$ cat src/rtl/multi_note_writer_if.sv
// Song-RAM write port: one record per cycle, held stable until wr_ready accepts it.
interface multi_note_writer_if #(
    parameter int PAY_W = 23
);
    logic [PAY_W-1:0] payload;
    logic             write_enable;
    logic             wr_ready;

    modport master (output payload, output write_enable, input wr_ready);
    modport slave  (input payload, input write_enable, output wr_ready);
endinterface

$ cat src/rtl/multi_note_writer.sv
// Polyphonic note writer: times each held key in beats and sends {note, start, duration}
// records to the song RAM through a round-robin arbiter.
module multi_note_writer #(
    parameter int                NUM_KEYS  = 8,
    parameter int                NOTE_W    = 6,
    parameter int                ADDR_W    = 7,
    parameter int                DUR_W     = 10,
    parameter logic [NOTE_W-1:0] NOTE_BASE = 6'd24
) (
    input  logic                 clk,
    input  logic                 reset,
    input  logic                 beat,
    input  logic [ADDR_W-1:0]    cur_ram,
    input  logic [NUM_KEYS-1:0]  switch,
    input  logic                 is_hold_writer,
    multi_note_writer_if.master  wr,
    output logic [NUM_KEYS-1:0]  switch_high_pulse,
    output logic [NUM_KEYS-1:0]  switch_low_pulse,
    output logic [7:0]           drop_count
);
    localparam int PAY_W = NOTE_W + ADDR_W + DUR_W;
    localparam int PTR_W = (NUM_KEYS > 1) ? $clog2(NUM_KEYS) : 1;

    typedef enum logic {IDLE = 1'b0, HOLD = 1'b1} chan_state_t;

    logic [NUM_KEYS-1:0] r_sw_q;
    logic [NUM_KEYS-1:0] r_high_pulse;
    logic [NUM_KEYS-1:0] r_low_pulse;
    logic [NUM_KEYS-1:0] w_rise;
    logic [NUM_KEYS-1:0] w_fall;
    logic [NUM_KEYS-1:0] w_pend;
    logic [NUM_KEYS-1:0] w_drop;
    logic [NUM_KEYS-1:0] w_grant;
    logic [PAY_W-1:0]    w_pend_rec [NUM_KEYS];

    logic [PAY_W-1:0]    r_payload;
    logic                r_we;
    logic [PTR_W-1:0]    r_rr_ptr;
    logic [7:0]          r_drop_count;
    logic [7:0]          w_drop_count_next;
    logic                w_load_ok;
    logic                w_found;
    logic [PTR_W-1:0]    w_idx;

    assign w_rise = switch & ~r_sw_q;
    assign w_fall = ~switch & r_sw_q;

    always_ff @(posedge clk) begin
        if (reset) begin
            r_sw_q       <= '0;
            r_high_pulse <= '0;
            r_low_pulse  <= '0;
        end else begin
            r_sw_q       <= switch;
            r_high_pulse <= w_rise;
            r_low_pulse  <= w_fall;
        end
    end

    genvar gi;
    generate
        for (gi = 0; gi < NUM_KEYS; gi++) begin : g_chan
            localparam logic [NOTE_W-1:0] KEY_NOTE = NOTE_BASE + NOTE_W'(gi);

            chan_state_t       r_state, w_state_next;
            logic [DUR_W-1:0]  r_dur, w_dur_next;
            logic [ADDR_W-1:0] r_start, w_start_next;
            logic              w_nv;
            logic [PAY_W-1:0]  w_rec;
            logic              r_pend;
            logic [PAY_W-1:0]  r_pend_rec;

            always_ff @(posedge clk) begin
                if (reset) begin
                    r_state <= IDLE;
                    r_dur   <= '0;
                    r_start <= '0;
                end else begin
                    r_state <= w_state_next;
                    r_dur   <= w_dur_next;
                    r_start <= w_start_next;
                end
            end

            // Beats in the rise and fall cycles are deliberately not counted.
            always_comb begin
                w_state_next = r_state;
                w_dur_next   = r_dur;
                w_start_next = r_start;
                w_nv         = 1'b0;
                w_rec        = '0;
                case (r_state)
                    IDLE: begin
                        if (w_rise[gi]) begin
                            w_state_next = HOLD;
                            w_start_next = cur_ram;
                            w_dur_next   = '0;
                            if (!is_hold_writer) begin
                                w_nv  = 1'b1;
                                w_rec = {KEY_NOTE, cur_ram, {DUR_W{1'b0}}};
                            end
                        end
                    end
                    HOLD: begin
                        if (w_fall[gi]) begin
                            w_state_next = IDLE;
                            if (is_hold_writer) begin
                                w_nv  = 1'b1;
                                w_rec = {KEY_NOTE, r_start, r_dur};
                            end
                        end else if (beat && (r_dur != {DUR_W{1'b1}})) begin
                            w_dur_next = r_dur + 1'b1;
                        end
                    end
                    default: w_state_next = IDLE;
                endcase
            end

            // A new record wins over an unsent one; it only counts as a drop if the old one is not leaving now.
            always_ff @(posedge clk) begin
                if (reset) begin
                    r_pend     <= 1'b0;
                    r_pend_rec <= '0;
                end else if (w_nv) begin
                    r_pend     <= 1'b1;
                    r_pend_rec <= w_rec;
                end else if (w_grant[gi]) begin
                    r_pend     <= 1'b0;
                end
            end

            assign w_pend[gi]     = r_pend;
            assign w_pend_rec[gi] = r_pend_rec;
            assign w_drop[gi]     = w_nv & r_pend & ~w_grant[gi];
        end
    endgenerate

    assign w_load_ok = ~r_we | wr.wr_ready;

    always_comb begin : p_arb
        int j;
        w_found = 1'b0;
        w_idx   = '0;
        for (int k = 0; k < NUM_KEYS; k++) begin
            j = int'(r_rr_ptr) + k;
            if (j >= NUM_KEYS) j = j - NUM_KEYS;
            if (!w_found && w_pend[j]) begin
                w_found = 1'b1;
                w_idx   = PTR_W'(j);
            end
        end
        w_grant = (w_load_ok && w_found) ? (NUM_KEYS'(1) << w_idx) : '0;
    end

    always_comb begin : p_drop
        logic [5:0] drop_n;
        logic [8:0] drop_sum;
        drop_n = '0;
        for (int k = 0; k < NUM_KEYS; k++) begin
            drop_n = drop_n + 6'(w_drop[k]);
        end
        drop_sum          = {1'b0, r_drop_count} + 9'(drop_n);
        w_drop_count_next = (drop_sum > 9'd255) ? 8'd255 : drop_sum[7:0];
    end

    always_ff @(posedge clk) begin
        if (reset) begin
            r_payload    <= '0;
            r_we         <= 1'b0;
            r_rr_ptr     <= '0;
            r_drop_count <= '0;
        end else begin
            r_drop_count <= w_drop_count_next;
            if (w_load_ok) begin
                if (w_found) begin
                    r_payload <= w_pend_rec[w_idx];
                    r_we      <= 1'b1;
                    r_rr_ptr  <= (w_idx == PTR_W'(NUM_KEYS - 1)) ? '0 : w_idx + 1'b1;
                end else begin
                    r_we      <= 1'b0;
                end
            end
        end
    end

    assign wr.payload        = r_payload;
    assign wr.write_enable   = r_we;
    assign switch_high_pulse = r_high_pulse;
    assign switch_low_pulse  = r_low_pulse;
    assign drop_count        = r_drop_count;
endmodule

$ cat src/flat_wrapper.sv
// flat-port wrapper written by rule: the top's interface ports become plain ports
module multi_note_writer_flat 
#(
    parameter int                NUM_KEYS  = 8,
    parameter int                NOTE_W    = 6,
    parameter int                ADDR_W    = 7,
    parameter int                DUR_W     = 10,
    parameter logic [NOTE_W-1:0] NOTE_BASE = 6'd24
)
  (clk, reset, beat, cur_ram, switch, is_hold_writer, switch_high_pulse, switch_low_pulse, drop_count, wr_payload, wr_write_enable, wr_wr_ready);
  multi_note_writer_if #(.PAY_W(23)) wr_i ();
  input  logic clk;
  input  logic reset;
  input  logic beat;
  input  logic [ADDR_W-1:0] cur_ram;
  input  logic [NUM_KEYS-1:0] switch;
  input  logic is_hold_writer;
  output logic [NUM_KEYS-1:0] switch_high_pulse;
  output logic [NUM_KEYS-1:0] switch_low_pulse;
  output logic [7:0] drop_count;
  output wire logic [$bits(wr_i.payload)-1:0] wr_payload;
  output wire logic [$bits(wr_i.write_enable)-1:0] wr_write_enable;
  input wire logic [$bits(wr_i.wr_ready)-1:0] wr_wr_ready;
  assign wr_payload = wr_i.payload;
  assign wr_write_enable = wr_i.write_enable;
  assign wr_i.wr_ready = wr_wr_ready;
  multi_note_writer #(.NUM_KEYS(NUM_KEYS), .NOTE_W(NOTE_W), .ADDR_W(ADDR_W), .DUR_W(DUR_W), .NOTE_BASE(NOTE_BASE)) u_core (.clk(clk), .reset(reset), .beat(beat), .cur_ram(cur_ram), .switch(switch), .is_hold_writer(is_hold_writer), .wr(wr_i), .switch_high_pulse(switch_high_pulse), .switch_low_pulse(switch_low_pulse), .drop_count(drop_count));
endmodule
$ cat config.mk
export PLATFORM = sky130hd
export DESIGN_NAME = multi_note_writer_flat
export DESIGN_NICKNAME = d
export VERILOG_FILES = /design/src/rtl/multi_note_writer_if.sv /design/src/rtl/multi_note_writer.sv /design/src/flat_wrapper.sv
export SDC_FILE = /design/constraint.sdc
export NUM_CORES = 1
export LEC_CHECK = 0
export ABC_AREA = 1
export CELL_PAD_IN_SITES_DETAIL_PLACEMENT = 1
export CELL_PAD_IN_SITES_GLOBAL_PLACEMENT = 2
export CORE_ASPECT_RATIO = 0.75
export CORE_UTILIZATION = 30
export CTS_CLUSTER_SIZE = 8
export DETAILED_ROUTE_END_ITERATION = 7
export PLACE_DENSITY_LB_ADDON = 0.12
export SYNTH_ARGS = -nofsm -noshare
export SYNTH_HDL_FRONTEND = slang
export SYNTH_SLANG_ARGS = --single-unit
$ cat constraint.sdc
create_clock -name clk -period 19.7 [get_ports clk]
set_input_delay 4.925 -clock clk [delete_from_list [all_inputs] [get_ports clk]]
set_output_delay 4.925 -clock clk [all_outputs]
set_load 0.05 [all_outputs]
==> metrics.md, run 1 <==
| Metric | Value |
|---|---|
| Worst setup path end | `u_core.drop_count[5]$_SDFF_PP0_` |
| Global route overflow | `0` |
| Type of the worst setup path | `primary input to flip-flop` |
| Max_cap viols | `0` |
| Setup crit start kind | `primary input` |
| Placement Setup Slack | `8.27 ns` |
| Final Max Tran Viols | `0` |
| Die Wd | `267 um` |
| Sequential-to-total area share from yosys stat | `44.7%` |
| Ant. Diodes | `0` |
| Leak | `7.12 nW` |
| Layout area overhead | `17.1%` |
| All-layer global routing usage | `21.5%` |
| RePlAce Congestion | `0.790` |
| Worst VDD drop | `194 uV` |
| Critical path capture point type | `flip-flop` |
| FF-to-FF End | `u_core.drop_count[5]$_SDFF_PP0_` |
| Dpl hpwl | `40000 um` |
| Antenna violations before repair | `2` |
| Setup TNS | `0 ns` |
| Post-synthesis cell area | `15800 um^2` |
| Worst slew margin | `18.5%` |
| Die Span Y | `201 um` |
| M1 GR Usage | `31.5%` |
| Post-route cell area | `18500 um^2` |
| Syn_area_per_cell | `7.08 um^2` |
| Setup bufs post-CTS | `0` |
| Setup crit start | `is_hold_writer` |
| Async SR Flop Fraction | `0%` |
| Reg clk slew, reported paths | `0.05 ns` |
| Post-DP Area | `17100 um^2` |
| Worst-case hold slack | `0.456 ns` |
| Worst setup margin | `8.88 ns` |
| Port Buf Inserts | `66` |
| Initial core utilization | `30.5%` |
| Cts bufs inserted | `50` |
| R2R depth | `31` |
| Most frequent cells in the layout | `nand2_1, dfxtp_1, a21oi_1, nor2_1, inv_1` |
| Net Count, Synth | `2279` |
| CTS tree | `yes` |
| Io pins | `68` |
| Final min period | `10.82 ns` |
| RSZ-0062 raised after global routing | `no` |
| Fin nets | `2327` |
| GR Util met2 | `32.9%` |
| CTS root buf | `clkbuf_16` |
| Worst slew pin tran | `1.22 ns` |
| Max Fclk | `92.4 MHz` |
| Largest net degree at the start of global routing | `171` |
| Worst-path fanout max | `19` |
| Crit path arrival time | `11.35 ns` |
| Clock latency on the worst-skew pair | `0.59 ns` |
| Final Cycle Share | `54.9%` |
| Footprint of the multi-input gates | `7630 um^2` |
| # fillers | `6445` |
| Setup slack, reg-to-reg | `11.56 ns` |
| Clk buf depth | `3` |
| Layout cell share with drive strength beyond 1 | `5.52%` |
| FP Rows | `72` |
| Max Clock Skew | `0.0146 ns` |
| Vias/cell | `4.89` |
| Iter 0 DRT Violations | `892` |
| Final Hold Vio Count | `0` |
| EDFF count, synth | `0` |
| # resized after CTS | `0` |
| Core box area | `51800 um^2` |
| Reg area | `7070 um^2` |
| Met3 GRT Util | `3.10%` |
| H-tree Lvls | `2` |
| CTS Sinks | `353` |
| P per Cell Area | `146 nW/um^2` |
| Crit Reg-Reg Startpoint | `u_core.r_rr_ptr[0]$_SDFFE_PP0P_` |
| Synth Register Bits | `353` |
| Synth warn | `0` |
| Cells after Synth | `2231` |
| Most used DFF post-synth | `dfxtp_1` |
| Routed Wire Length | `56700 um` |
| Yosys cell types | `52` |
| Tot Pwr | `0.00271 W` |
| Critical path required time | `20.23 ns` |
| Hold WC Path Type | `flip-flop to flip-flop` |
| Pre-Repair DR Iteration Count | `5` |
| Die area | `53600 um^2` |
| Vias in the first global route | `15.1k` |
| Antenna-violating nets left | `0` |
| Wire per inst | `19.0 um` |
| First-pass GRT wire length | `89000 um` |
| Commonest non-fill, non-tap cell in the layout | `nand2_1` |
| # setup viols final | `0` |
| Busiest grt layer | `met2` |
| Status | `finished clean` |
| Routed vias | `14.6k` |
| Hold buffer count at cts | `0` |
| Residual DRC count | `0` |
-- layout make-up --
cell class / count / area share [%]
clock buffer: 54 / 7.13
tap: 703 / 4.76
clock inverter: 2 / 0.325
sequential: 353 / 38.2
inverter: 179 / 3.63
timing repair buffer: 92 / 4.70
multi-input combinational: 1603 / 41.2
-- report_power, final --
part           switching, W  total [W]  internal [W]
Sequential        0.0000380   0.000795      0.000757
Combinational      0.000840    0.00111      0.000271
Clock              0.000323   0.000801      0.000478
-- registers in the layout, indices dropped and copies added, names as in the netlist --
name	flops
u_core.r_sw_q	8
u_core.wr.payload	21
u_core.drop_count	8
u_core.switch_low_pulse	8
u_core.g_chan.r_state	8
u_core.r_rr_ptr	3
u_core.g_chan.r_start	56
u_core.g_chan.r_pend	8
u_core.wr.write_enable	1
u_core.g_chan.r_dur	80
u_core.g_chan.r_pend_rec	144
u_core.switch_high_pulse	8
-- worst max-delay path, cell delays in order --
cell	delay, ns
clkdlybuf4s50_1	0.40
buf_4	0.21
inv_1	0.58
nor3_2	0.09
buf_4	0.23
nor2_1	0.63
buf_4	0.33
nor2_1	0.07
ha_1	0.28
inv_1	0.05
fa_1	0.53
inv_1	0.06
fa_1	0.50
fa_1	0.46
inv_1	0.09
fa_1	0.45
fa_1	0.45
o21ai_0	0.31
nand2_1	0.13
nor2_1	0.14
nand2_1	0.17
o21ai_0	0.11
o21ai_0	0.09
inv_1	0.05
-- kinds of logic (layout without fill, tap and decap cells) --
family	after synthesis	count (layout)	share of synthesized area, %
other	1	1	0.0237
xor gates and xnor gates	20	20	1.16
AOI/OAI and AO/OA	439	439	15.5
buffers and inverters	275	327	7.08
and+or+nand+nor	1115	1115	29.1
DFF	353	353	44.7
adders and majority gates	28	28	2.46
-- how the worst min path moves through the flow --
stage	from	slack [ns]	cells after the start	to
after global routing	u_core.g_chan[7].r_pend_rec[4]$_SDFFE_PP0P_	0.47	2	u_core.g_chan[7].r_pend_rec[4]$_SDFFE_PP0P_
after detailed placement	u_core.g_chan[3].r_start[4]$_SDFFE_PP0P_	0.45	2	u_core.g_chan[3].r_start[4]$_SDFFE_PP0P_
after CTS	u_core.g_chan[7].r_pend_rec[4]$_SDFFE_PP0P_	0.46	2	u_core.g_chan[7].r_pend_rec[4]$_SDFFE_PP0P_
final	u_core.g_chan[7].r_pend_rec[4]$_SDFFE_PP0P_	0.46	2	u_core.g_chan[7].r_pend_rec[4]$_SDFFE_PP0P_
after floorplan	u_core.g_chan[3].r_start[0]$_SDFFE_PP0P_	0.43	2	u_core.g_chan[3].r_start[0]$_SDFFE_PP0P_
after global placement	u_core.g_chan[3].r_start[1]$_SDFFE_PP0P_	0.44	2	u_core.g_chan[3].r_start[1]$_SDFFE_PP0P_
-- stage by stage --
stage / std cells / util, %
after floorplan: 2231 / -
after global placement: 2930 / 33.0
after detailed placement: 2930 / 33.0
after CTS: 2986 / 35.7
after global routing: 2986 / 35.7
final: 2986 / 35.7
-- routing by layer --
metal  part of all wire (%)  wire length (um)
met1                     52             29300
met2                     43             24300
met3                    3.5              2000
met4                    2.0              1120
met5                      0                 0
-- cells in the mapped netlist (23+ instances only) --
| master | n | area, um^2 |
|---|---|---|
| a21oi_1 | 197 | 986 |
| nor3_1 | 25 | 125 |
| a31oi_1 | 52 | 325 |
| o21ai_0 | 122 | 611 |
| ha_1 | 23 | 288 |
| clkbuf_1 | 67 | 251 |
| dfxtp_1 | 353 | 7070 |
| inv_1 | 171 | 642 |
| nand3_1 | 74 | 370 |
| a211oi_1 | 23 | 173 |
| nor2_1 | 196 | 736 |
| nand2_1 | 754 | 2830 |
No activity file was read; power rests on OpenSTA's default activity.
==> inputs of run 2 (changes only) <==
==> constraint.sdc (replaced) <==
create_clock -name clk -period 8.8 [get_ports clk]
set_input_delay 2.2 -clock clk [delete_from_list [all_inputs] [get_ports clk]]
set_output_delay 2.2 -clock clk [all_outputs]
set_load 0.05 [all_outputs]
==> metrics.md, run 2 (synthesis gave the netlist of run 1 again) <==
| Metric | Value |
|---|---|
| Status | `finished clean (unchanged)` |
| Biggest regs | `u_core.g_chan.r_pend_rec: 144 flops, u_core.g_chan.r_dur: 80 flops, u_core.g_chan.r_start: 56 flops (unchanged)` |
| All-layer global routing usage | `21.4% (was 21.5%)` |
| Final Max Tran Viols | `0 (unchanged)` |
| Register with the most flip-flops | `u_core.g_chan.r_pend_rec (unchanged)` |
| Hold WC Path Type | `flip-flop to flip-flop (unchanged)` |
| FF-to-FF End | `u_core.drop_count[5]$_SDFF_PP0_ (unchanged)` |
| Worst slew pin tran | `1.01 ns (was 1.22 ns)` |
| CTS Sinks | `353 (unchanged)` |
| Final Cycle Share | `84.4%` |
| Ant. Diodes | `0 (unchanged)` |
| Routed Wire Length | `56500 um (was 56700 um)` |
| RePlAce Congestion | `0.846 (was 0.790)` |
| Commonest non-fill, non-tap cell in the layout | `nand2_1 (unchanged)` |
| Setup bufs post-CTS | `0 (unchanged)` |
| Max Fclk | `135 MHz` |
| Largest net degree at the start of global routing | `170 (was 171)` |
| R2R depth | `32 (was 31)` |
| Setup TNS | `0 ns (unchanged)` |
| Reg clk slew, reported paths | `0.06 ns (was 0.05 ns)` |
| Leak | `7.15 nW (was 7.12 nW)` |
| Core Util, Final | `35.7% (about the same)` |
| Max_cap viols | `0 (unchanged)` |
| Hold buffer count at cts | `0 (unchanged)` |
| Critical path required time | `9.33 ns (was 20.23 ns)` |
| # fillers | `6417 (was 6445)` |
| Non-filler cells, final | `2995 (was 2986)` |
| Critical path capture point type | `flip-flop (unchanged)` |
| Antenna-violating nets left | `0 (unchanged)` |
| Pre-Repair DR Iteration Count | `5 (unchanged)` |
| Die Span Y | `201 um (unchanged)` |
| Io pins | `68 (unchanged)` |
| CP peak stage delay | `0.58 ns (was 0.63 ns)` |
| Worst slew margin | `32.9% (was 18.5%)` |
| Final min period | `7.43 ns` |
| Dpl hpwl | `40100 um (was 40000 um)` |
| Core box area | `51800 um^2 (unchanged)` |
| Setup crit start kind | `flip-flop (was primary input)` |
| Antenna violations before repair | `1 (was 2)` |
| CTS tree | `yes (unchanged)` |
| Vias/cell | `4.89 (about the same)` |
| CP max stage cell | `dfxtp_1 (was nor2_1)` |
| Residual DRC count | `0 (unchanged)` |
| Crit path arrival time | `7.96 ns (was 11.35 ns)` |
| Max reg flops | `144 (unchanged)` |
| Routed vias | `14.6k (about the same)` |
| Iter 0 DRT Violations | `822 (was 892)` |
| # resized after CTS | `0 (unchanged)` |
| Post-DP Area | `17200 um^2 (was 17100 um^2)` |
| Clk buf depth | `3 (unchanged)` |
| FP Rows | `72 (unchanged)` |
| Worst setup path end | `u_core.drop_count[5]$_SDFF_PP0_ (unchanged)` |
| RSZ-0062 raised after global routing | `no (unchanged)` |
| Most frequent cells in the layout | `nand2_1, dfxtp_1, a21oi_1, nor2_1, inv_1 (unchanged)` |
| Post-route cell area | `18500 um^2 (about the same)` |
| Type of the worst setup path | `flip-flop to flip-flop (was primary input to flip-flop)` |
| Layout area overhead | `17.2% (was 17.1%)` |
| Worst VDD drop | `435 uV (was 194 uV)` |
| H-tree Lvls | `2 (unchanged)` |
| Final Hold Vio Count | `0 (unchanged)` |
| Vias in the first global route | `15.1k (about the same)` |
| Placed Cells | `2940 (was 2930)` |
| Die Wd | `267 um (unchanged)` |
| Initial core utilization | `30.5% (unchanged)` |
| Die area | `53600 um^2 (unchanged)` |
| P per Cell Area | `327 nW/um^2 (was 146 nW/um^2)` |
| # setup viols final | `0 (unchanged)` |
| Wire per inst | `18.9 um (was 19.0 um)` |
| Worst-path fanout max | `9 (was 19)` |
| Max Clock Skew | `0.0143 ns (was 0.0146 ns)` |
| Clock latency on the worst-skew pair | `0.59 ns (about the same)` |
| Setup crit start | `u_core.r_rr_ptr[1]$_SDFFE_PP0P_ (was is_hold_writer)` |
| Layout cell share with drive strength beyond 1 | `5.89% (was 5.52%)` |
| Global route overflow | `0 (unchanged)` |
| Setup slack, reg-to-reg | `1.37 ns (was 11.56 ns)` |
| Crit Reg-Reg Startpoint | `u_core.r_rr_ptr[1]$_SDFFE_PP0P_ (was u_core.r_rr_ptr[0]$_SDFFE_PP0P_)` |
| CTS root buf | `clkbuf_16 (unchanged)` |
| Port Buf Inserts | `66 (unchanged)` |
| Fin nets | `2337 (was 2327)` |
| First-pass GRT wire length | `89100 um (was 89000 um)` |
| Cts bufs inserted | `50 (unchanged)` |
==> run 2: cell types whose count changed in the layout (fill, tap and decap cells not counted), sizes merged <==
cell | previous run | this run
inv | 174 | 176
bufinv | 1 | 0
clkbuf | 54 | 52
buf | 27 | 37
==> run 2: critical path: cells and delay by family (launching register included) <==
kind            cells  cell delay (ns)
fa+ha+maj           8             3.33
simple gates       13             1.70
compound gates      5             1.03
buf+inv             6             0.70
flops               1             0.58
==> run 2: area by class of cell <==
type / count / area [um^2] / share of cell area [%]
Tap cell: 703 / 880 / 4.75
Inverter: 179 / 672 / 3.63
Timing Repair Buffer: 102 / 945 / 5.10
Sequential cell: 353 / 7070 / 38.2
Multi-Input combinational cell: 1603 / 7630 / 41.2
Clock buffer: 52 / 1280 / 6.92
Clock inverter: 3 / 37.5 / 0.203
==> run 2: worst min-delay path by stage <==
stage	end	from	depth (start not counted)	slack [ns]
2_1_floorplan	u_core.g_chan[3].r_start[0]$_SDFFE_PP0P_	u_core.g_chan[3].r_start[0]$_SDFFE_PP0P_	2	0.43
3_3_place_gp	u_core.g_chan[3].r_start[3]$_SDFFE_PP0P_	u_core.g_chan[3].r_start[3]$_SDFFE_PP0P_	2	0.44
3_5_place_dp	u_core.g_chan[3].r_start[1]$_SDFFE_PP0P_	u_core.g_chan[3].r_start[1]$_SDFFE_PP0P_	2	0.45
4_1_cts	u_core.g_chan[5].r_pend_rec[8]$_SDFFE_PP0P_	u_core.g_chan[5].r_pend_rec[8]$_SDFFE_PP0P_	2	0.46
5_1_grt	u_core.g_chan[4].r_pend_rec[1]$_SDFFE_PP0P_	u_core.g_chan[4].r_pend_rec[1]$_SDFFE_PP0P_	2	0.48
6_report	u_core.g_chan[3].r_start[3]$_SDFFE_PP0P_	u_core.g_chan[3].r_start[3]$_SDFFE_PP0P_	2	0.46
==> run 2: power by group <==
part / internal (W) / switching (W) / leakage, nW
logic: 0.000613 / 0.00192 / 3.62
clock network: 0.00102 / 0.000721 / 0.648
registers: 0.00170 / 0.0000787 / 2.87
==> run 2: metal layers <==
layer,track usage [%],wire [um],vias to the layer above
met4,5.32,1030,0
li1,-,-,7312
met1,31.4,29400,7053
met2,32.5,24000,199
met5,0,0,-
met3,3.45,2000,73
==> run 2: metrics by stage <==
stage / hold slack, ns / power [W] / setup WS, ns
final: 0.459 / 0.00605 / 1.37
after detailed placement: 0.451 / 0.00437 / 0.900
after global placement: 0.440 / 0.00436 / 0.985
after floorplan: 0.429 / 0.00367 / 1.74
after global routing: 0.481 / 0.00645 / 0.738
after CTS: 0.459 / 0.00614 / 1.38
